===== src/rtl/boot_sequencer.sv =====
// Boot sequencer for the pulpino SoC: programs the boot-address register, waits for
// the image load, enables instruction fetch and reads back the software return code.
module boot_sequencer #(
  parameter logic [31:0] BOOT_ADDR       = 32'h0000_0000,
  parameter logic [31:0] BOOT_REG_ADDR   = 32'h1A10_7008,
  parameter logic [31:0] STATUS_ADDR     = 32'h1A10_7010,
  parameter int unsigned RST_WAIT_CYCLES = 16,
  parameter int unsigned FETCH_DELAY     = 5
) (
  input  logic        clk,
  input  logic        rst_n,
  output logic        req_o,
  input  logic        gnt_i,
  output logic        we_o,
  output logic [31:0] addr_o,
  output logic [31:0] wdata_o,
  input  logic        rvalid_i,
  input  logic [31:0] rdata_i,
  input  logic        load_done_i,
  input  logic        load_bypass_i,
  input  logic        eoc_i,
  output logic        fetch_enable_o,
  output logic        done_o,
  output logic        pass_o,
  output logic [31:0] ret_code_o,
  output logic [3:0]  state_o
);

  // Bus handshake: a request is held with constant we/addr/wdata until gnt is
  // sampled high; the response (rvalid) is only accepted from the cycle after grant.
  typedef enum logic [3:0] {
    ST_WAIT      = 4'd0,
    ST_CFG_REQ   = 4'd1,
    ST_CFG_RSP   = 4'd2,
    ST_LOAD_WAIT = 4'd3,
    ST_FETCH_DLY = 4'd4,
    ST_RUN       = 4'd5,
    ST_RC_REQ    = 4'd6,
    ST_RC_RSP    = 4'd7,
    ST_DONE      = 4'd8
  } state_t;

  localparam logic [15:0] RST_WAIT_INIT = 16'(RST_WAIT_CYCLES);
  localparam logic [15:0] FETCH_INIT    = 16'(FETCH_DELAY);

  state_t      state, state_n;
  logic [15:0] cnt, cnt_n;
  logic        load_seen;
  logic        eoc_s1, eoc_s2;

  logic        req_n, we_n, fetch_n, done_n, pass_n;
  logic [31:0] addr_n, wdata_n, ret_n;

  always_comb begin
    state_n = state;
    cnt_n   = cnt;
    req_n   = 1'b0;
    we_n    = 1'b0;
    addr_n  = '0;
    wdata_n = '0;
    fetch_n = fetch_enable_o;
    done_n  = done_o;
    pass_n  = pass_o;
    ret_n   = ret_code_o;

    case (state)
      ST_WAIT: begin
        if (cnt == 16'd0) state_n = ST_CFG_REQ;
        else              cnt_n   = cnt - 16'd1;
      end
      ST_CFG_REQ:   if (gnt_i) state_n = ST_CFG_RSP;
      ST_CFG_RSP:   if (rvalid_i) state_n = ST_LOAD_WAIT;
      ST_LOAD_WAIT: begin
        if (load_bypass_i || load_seen) begin
          cnt_n   = FETCH_INIT;
          state_n = ST_FETCH_DLY;
        end
      end
      ST_FETCH_DLY: begin
        if (cnt == 16'd0) state_n = ST_RUN;
        else              cnt_n   = cnt - 16'd1;
      end
      ST_RUN:       if (eoc_s2) state_n = ST_RC_REQ;
      ST_RC_REQ:    if (gnt_i) state_n = ST_RC_RSP;
      ST_RC_RSP: begin
        if (rvalid_i) begin
          ret_n   = rdata_i;
          pass_n  = (rdata_i == 32'd0);
          done_n  = 1'b1;
          state_n = ST_DONE;
        end
      end
      ST_DONE:      state_n = ST_DONE;
      default:      state_n = ST_WAIT;
    endcase

    // Outputs are decoded from the next state so every bus output is a flop.
    if (state_n == ST_CFG_REQ) begin
      req_n   = 1'b1;
      we_n    = 1'b1;
      addr_n  = BOOT_REG_ADDR;
      wdata_n = BOOT_ADDR;
    end
    if (state_n == ST_RC_REQ) begin
      req_n  = 1'b1;
      addr_n = STATUS_ADDR;
    end
    if (state_n == ST_RUN) fetch_n = 1'b1;
  end

  always_ff @(posedge clk or negedge rst_n) begin
    if (!rst_n) begin
      state          <= ST_WAIT;
      cnt            <= RST_WAIT_INIT;
      load_seen      <= 1'b0;
      eoc_s1         <= 1'b0;
      eoc_s2         <= 1'b0;
      req_o          <= 1'b0;
      we_o           <= 1'b0;
      addr_o         <= '0;
      wdata_o        <= '0;
      fetch_enable_o <= 1'b0;
      done_o         <= 1'b0;
      pass_o         <= 1'b0;
      ret_code_o     <= '0;
    end else begin
      state          <= state_n;
      cnt            <= cnt_n;
      load_seen      <= load_seen | load_done_i;
      eoc_s1         <= eoc_i;
      eoc_s2         <= eoc_s1;
      req_o          <= req_n;
      we_o           <= we_n;
      addr_o         <= addr_n;
      wdata_o        <= wdata_n;
      fetch_enable_o <= fetch_n;
      done_o         <= done_n;
      pass_o         <= pass_n;
      ret_code_o     <= ret_n;
    end
  end

  assign state_o = state;

endmodule


===== config.mk =====
export PLATFORM = sky130hd
export DESIGN_NAME = boot_sequencer
export DESIGN_NICKNAME = d
export VERILOG_FILES = /design/src/rtl/boot_sequencer.sv
export SDC_FILE = /design/constraint.sdc
export NUM_CORES = 1
export LEC_CHECK = 0
export BUFFER_PORTS_ARGS = -buffer_cell sky130_fd_sc_hd__clkbuf_2
export CAP_MARGIN = 25
export CORE_MARGIN = 2
export CORE_UTILIZATION = 50
export CTS_CLUSTER_DIAMETER = 60
export DETAILED_ROUTE_END_ITERATION = 7
export HOLD_SLACK_MARGIN = 0.02
export PLACE_DENSITY = 0.81
export RECOVER_POWER = 100
export SLEW_MARGIN = 20
export SYNTH_ARGS = -nofsm -noshare
export SYNTH_HDL_FRONTEND = slang
export SYNTH_SLANG_ARGS = --single-unit

===== constraint.sdc =====
create_clock -name clk -period 5.5 [get_ports clk]
set_clock_uncertainty 0.15 [all_clocks]
set_input_delay 0.825 -clock clk [delete_from_list [all_inputs] [get_ports clk]]
set_output_delay 0.825 -clock clk [all_outputs]
set_load 0.05 [all_outputs]

# == Word-level counts from Yosys, hierarchy flattened ==
# Cells that the tools add are included.
# totals
register_bits,92
out_inout_bits,105
wordCells,51
# classes
add_sub_neg,1
eq_ne,13
mux,16
bitwise,1
reduce_logical,8
# ops
cell,n
$pmux 4 s9,1
$logic_not 32->1,1
$mux 16,2
$mux 32,1
$mux 4,8
$pmux 16 s2,1
$mux 29,1
$eq 4x3->1 const B,6
$logic_not 16->1,1
$sub 16x1->16 const B,1
$eq 4x1->1 const B,2
$eq 4x2->1 const B,2
$eq 4x4->1 const B,1
$logic_not 4->1,1
$ne 2x2->1 const B,2
$reduce_and 3->1,1
$mux 1,2
$reduce_and 2->1,1
$reduce_bool 2->1,1
$reduce_or 2->1,1
$logic_or 1x1->1,1
$or 1x1->1,1

# == Logic depth before layout (Yosys ltp) ==
# logic_depth
depth_word,6
depth_mapped,7
mapped_depth_nobuf,6

# == Worst setup path before layout ==
# OpenSTA, ideal clock, no wires.
# synth_path
path_kind,register to register
start,"register state[1], in the netlist state_o[1]"
end,register ret_code_o[23]
setup_time_ps,125
t_arrival_ps,2368
t_required_ps,5225
setup_slack_ps,2858
stages_incl_launch_ff,6
synth_period_minus_slack_ps,2642
path_cell_list,dfrtp_1 > buf_2 > nand3_1 > nor3b_1 > clkbuf_1 > mux2_2
# synth_between
elab_chain_len,2
# synth_rtl
item,line_no,source
start: declaration,46,"state_t state, state_n;"
start signal: assignment,127,state <= state_n;
$eq 4x3->1,66,case (state)
$reduce_and 2->1 (no source line),-,
end signal: assignment,139,ret_code_o <= ret_n;
end: declaration,25,"output logic [31:0] ret_code_o,"
# No other way between the ends.
# A chain may end at the register's enable or synchronous reset.

# == Final worst setup path ==
# layout_path
start,"register state[1], in the netlist state_o[1]"
end,register ret_code_o[0]
# The elaborated chain is that of the path after synthesis.

==> impl_results.md <==
- Largest net degree at the start of global routing: 63
- WL/cell: 13.2 um
- Clk Latency, worst-skew pair: 0.33 ns
- Post-synth top flop: dfrtp_1
- Vias/cell: 5.03
- Worst R2R Start: state_o[1]
- Hold Buf Count CTS: 0
- Footprint of the multi-input gates: 1320 um^2
- Global-route wire length before repair: 10100 um
- Die Ht: 84.0 um
- CTS tree: built
- Run status: complete, but fails checks
- TritonRoute pass-1 iters: 4
- Max cap viols: 1
- Pwr dens: 698 nW/um^2
- Hold path cells: 0
- Crit path time final: 3.06 ns
- Register area share after synthesis: roughly 49%
- # setup viols final: 0
- Yosys reg bits: 62
- GRT Total Usage: 17.9%
- Register-to-Register Path Depth: 4
- Flop-to-flop setup slack: 2.44 ns
- Layout cells sized above 1: between 20% and 30%
- Buffers on Ports: 88
- Vias in the first global route: 2176
- Die extent in x: about 84 um
- Row cnt: 29
- Post-route setup TNS: 0 ns
- Largest cells by area after synthesis: dfrtp_1 (48%), buf_4 (15%), mux2_2 (12%)
- CTS Buf Count: 9
- Routability cong.: 0.811
- Startpoint types: flip-flop
- Async set-reset flop share out of synthesis: 100%
- DRC Markers: 0
- Area of the core: 6280 um^2
- I/O Pins: 144
- Pleak: 0.00169 uW
- Final-stage net count: 416
- # fillers: 565
- RR Endpoint: ret_code_o[0]
- Worst Hold Endpoint: eoc_s2
- Post-synthesis average cell area: 11.0 um^2
- Worst Hold Class: flip-flop to flip-flop
- Reg area: 1550 um^2
- Synth warn: 0
- H-Tree Depth: 3
- Die area: about 7000 um^2
- Largest area contributor in the netlist: dfrtp_1
- Synth Instances: 290
- Syn-to-layout area delta: 12.6%
- N_diodes: 0
- Drt total wl: 6040 um
- Post-synth EDFFs: 0
- Final hold slack: 0.204 ns
- Global route overflow: 0
- Setup Buffers After CTS: 0
- HPWL after DPL: 4490 um
- Required time worst endpoint: 5.56 ns
- Initial Util: between 50% and 60%
- Initial antenna violation count: 0
- Clock sinks: 62
- Post_cts resized: 0
- Via Count: 2303
- Worst slew margin: -20.4%
- Hold_sp: eoc_s1
- Mapped cell area: 3200 um^2
- Most common cell in the netlist: buf_4
- Max Transition Viols Final: 36
- CP Data Arrival Time: ~3.1 ns
- Slew at the pin closest to its max-slew limit: 1.81 ns
- Distinct cells, synth: 41
- Clock transition at path regs: 0.07 ns
- Failing checks: capacitance limit, slew limit
- Clk root buf: clkbuf_8
- Maximum clock rate: 0.326 GHz
- Crit. Startpoint: state_o[1]
- Maximum vdd ir drop: 0.000369 V
- RSZ-0062 raised after global routing: false
- DR iter-0 viols: roughly 100
- Post-DRT Antenna Nets: 0
- Final hold violations: 0
- Final period utilization: 55.7%
- Top-area cell type share of the netlist area: 47.7%
- WS Path Type: flip-flop to flip-flop
- Worst-path fanout max: 35
- CP Capture Type: flip-flop
- CTS max path bufs: 2
- Most frequent cells after synthesis: buf_4 (62), dfrtp_1 (61), mux2_2 (33)
logic make-up (layout without fill, tap and decap cells):
family | Yosys count | count (layout) | share of synthesized area, %
buffers and inverters | 74 | 111 | 16.1
and+or+nand+nor | 77 | 77 | 13.5
DFF | 62 | 62 | 48.6
adders and majority gates | 1 | 1 | 0.391
AOI/OAI and AO/OA | 33 | 33 | 7.08
xor gates and xnor gates | 6 | 6 | 1.64
muxes | 36 | 36 | 12.6
other | 1 | 55 | 0.117
worst max-delay path by stage:
| stage | end | slack [ns] | cells past startpoint |
|---|---|---|---|
| after CTS | cnt[5] | 2.96 | 5 |
| after global routing | ret_code_o[1] | 2.16 | 4 |
| final | ret_code_o[0] | 2.44 | 4 |
| after global placement | cnt[5] | 3.05 | 5 |
| after floorplan | ret_code_o[23] | 2.86 | 5 |
| after detailed placement | cnt[8] | 2.99 | 5 |
where the power goes:
group	switching (uW)	internal, uW	leakage, uW	total (uW)
sequential	156	653	0.000790	809
combinational	967	289	0.000785	1260
clock	178	268	0.000113	447
total	1300	1210	0.00169	2510
per-stage QoR:
step                instances  total power (uW)  util, %  setup WS (ns)  instance area [um^2]
floorplan                 344              1890        -           2.86                  3400
detailed placement        442              2130     55.2           2.99                  3460
global route              458              2650     57.4           2.16                  3600
finish                    458              2510     57.4           2.44                  3600
global placement          442              2100     55.2           3.05                  3460
CTS                       458              2590     58.7           2.96                  3690
cells in the final DEF (no fill, tap or decap), drive strengths merged:
| cell | count |
|---|---|
| conb | 55 |
| o21ai | 3 |
| nand3 | 4 |
| bufinv | 2 |
| a211o | 1 |
| o2111ai | 1 |
| mux2i | 3 |
| or3 | 4 |
| dfstp | 1 |
| clkbuf | 100 |
| o21bai | 1 |
| or2 | 3 |
| nand2 | 10 |
| nor4b | 1 |
| xnor2 | 3 |
| a31o | 1 |
| clkinv | 3 |
| mux2 | 33 |
| nand2b | 2 |
| a21oi | 9 |
| nor2 | 19 |
| dfrtp | 61 |
| inv | 4 |
| buf | 2 |
| or4b | 1 |
| nand4 | 3 |
| ha | 1 |
| nor3b | 2 |
| nor3 | 7 |
| a21o | 1 |
| xor2 | 3 |
| nor4 | 12 |
| a211oi | 3 |
| o31ai | 4 |
| o211a | 1 |
| a31oi | 2 |
| o311ai | 1 |
| o211ai | 5 |
| or4 | 9 |
worst max-delay path: stages, from the launching register on:
cell      delay (ns)
dfrtp_1         0.58
nand3_1         0.21
nor3b_1         0.21
clkbuf_1        1.31
mux2_2          0.44
flip-flops by register name, indices dropped and copies added (netlist names):
register,cells
eoc_s1,1
done_o,1
fetch_enable_o,1
eoc_s2,1
cnt,16
state_o,4
ret_code_o,32
pass_o,1
load_seen,1
we_o,1
addr_o,3
final cells by class:
class	count	share of cell area [%]
clock buffers	11	3.93
clock inverters	5	2.29
inverters	4	0.417
multi-input cells	208	36.6
flip-flops and latches	62	43.1
well taps	77	2.68
repair buffers	91	11.0
layer usage:
metal,wire (um),global-route usage (%)
met5,0,0
met2,2950,28.4
met3,425,5.04
met1,2560,23.0
met4,95,7.77
No activity file was read; power rests on OpenSTA's default activity.
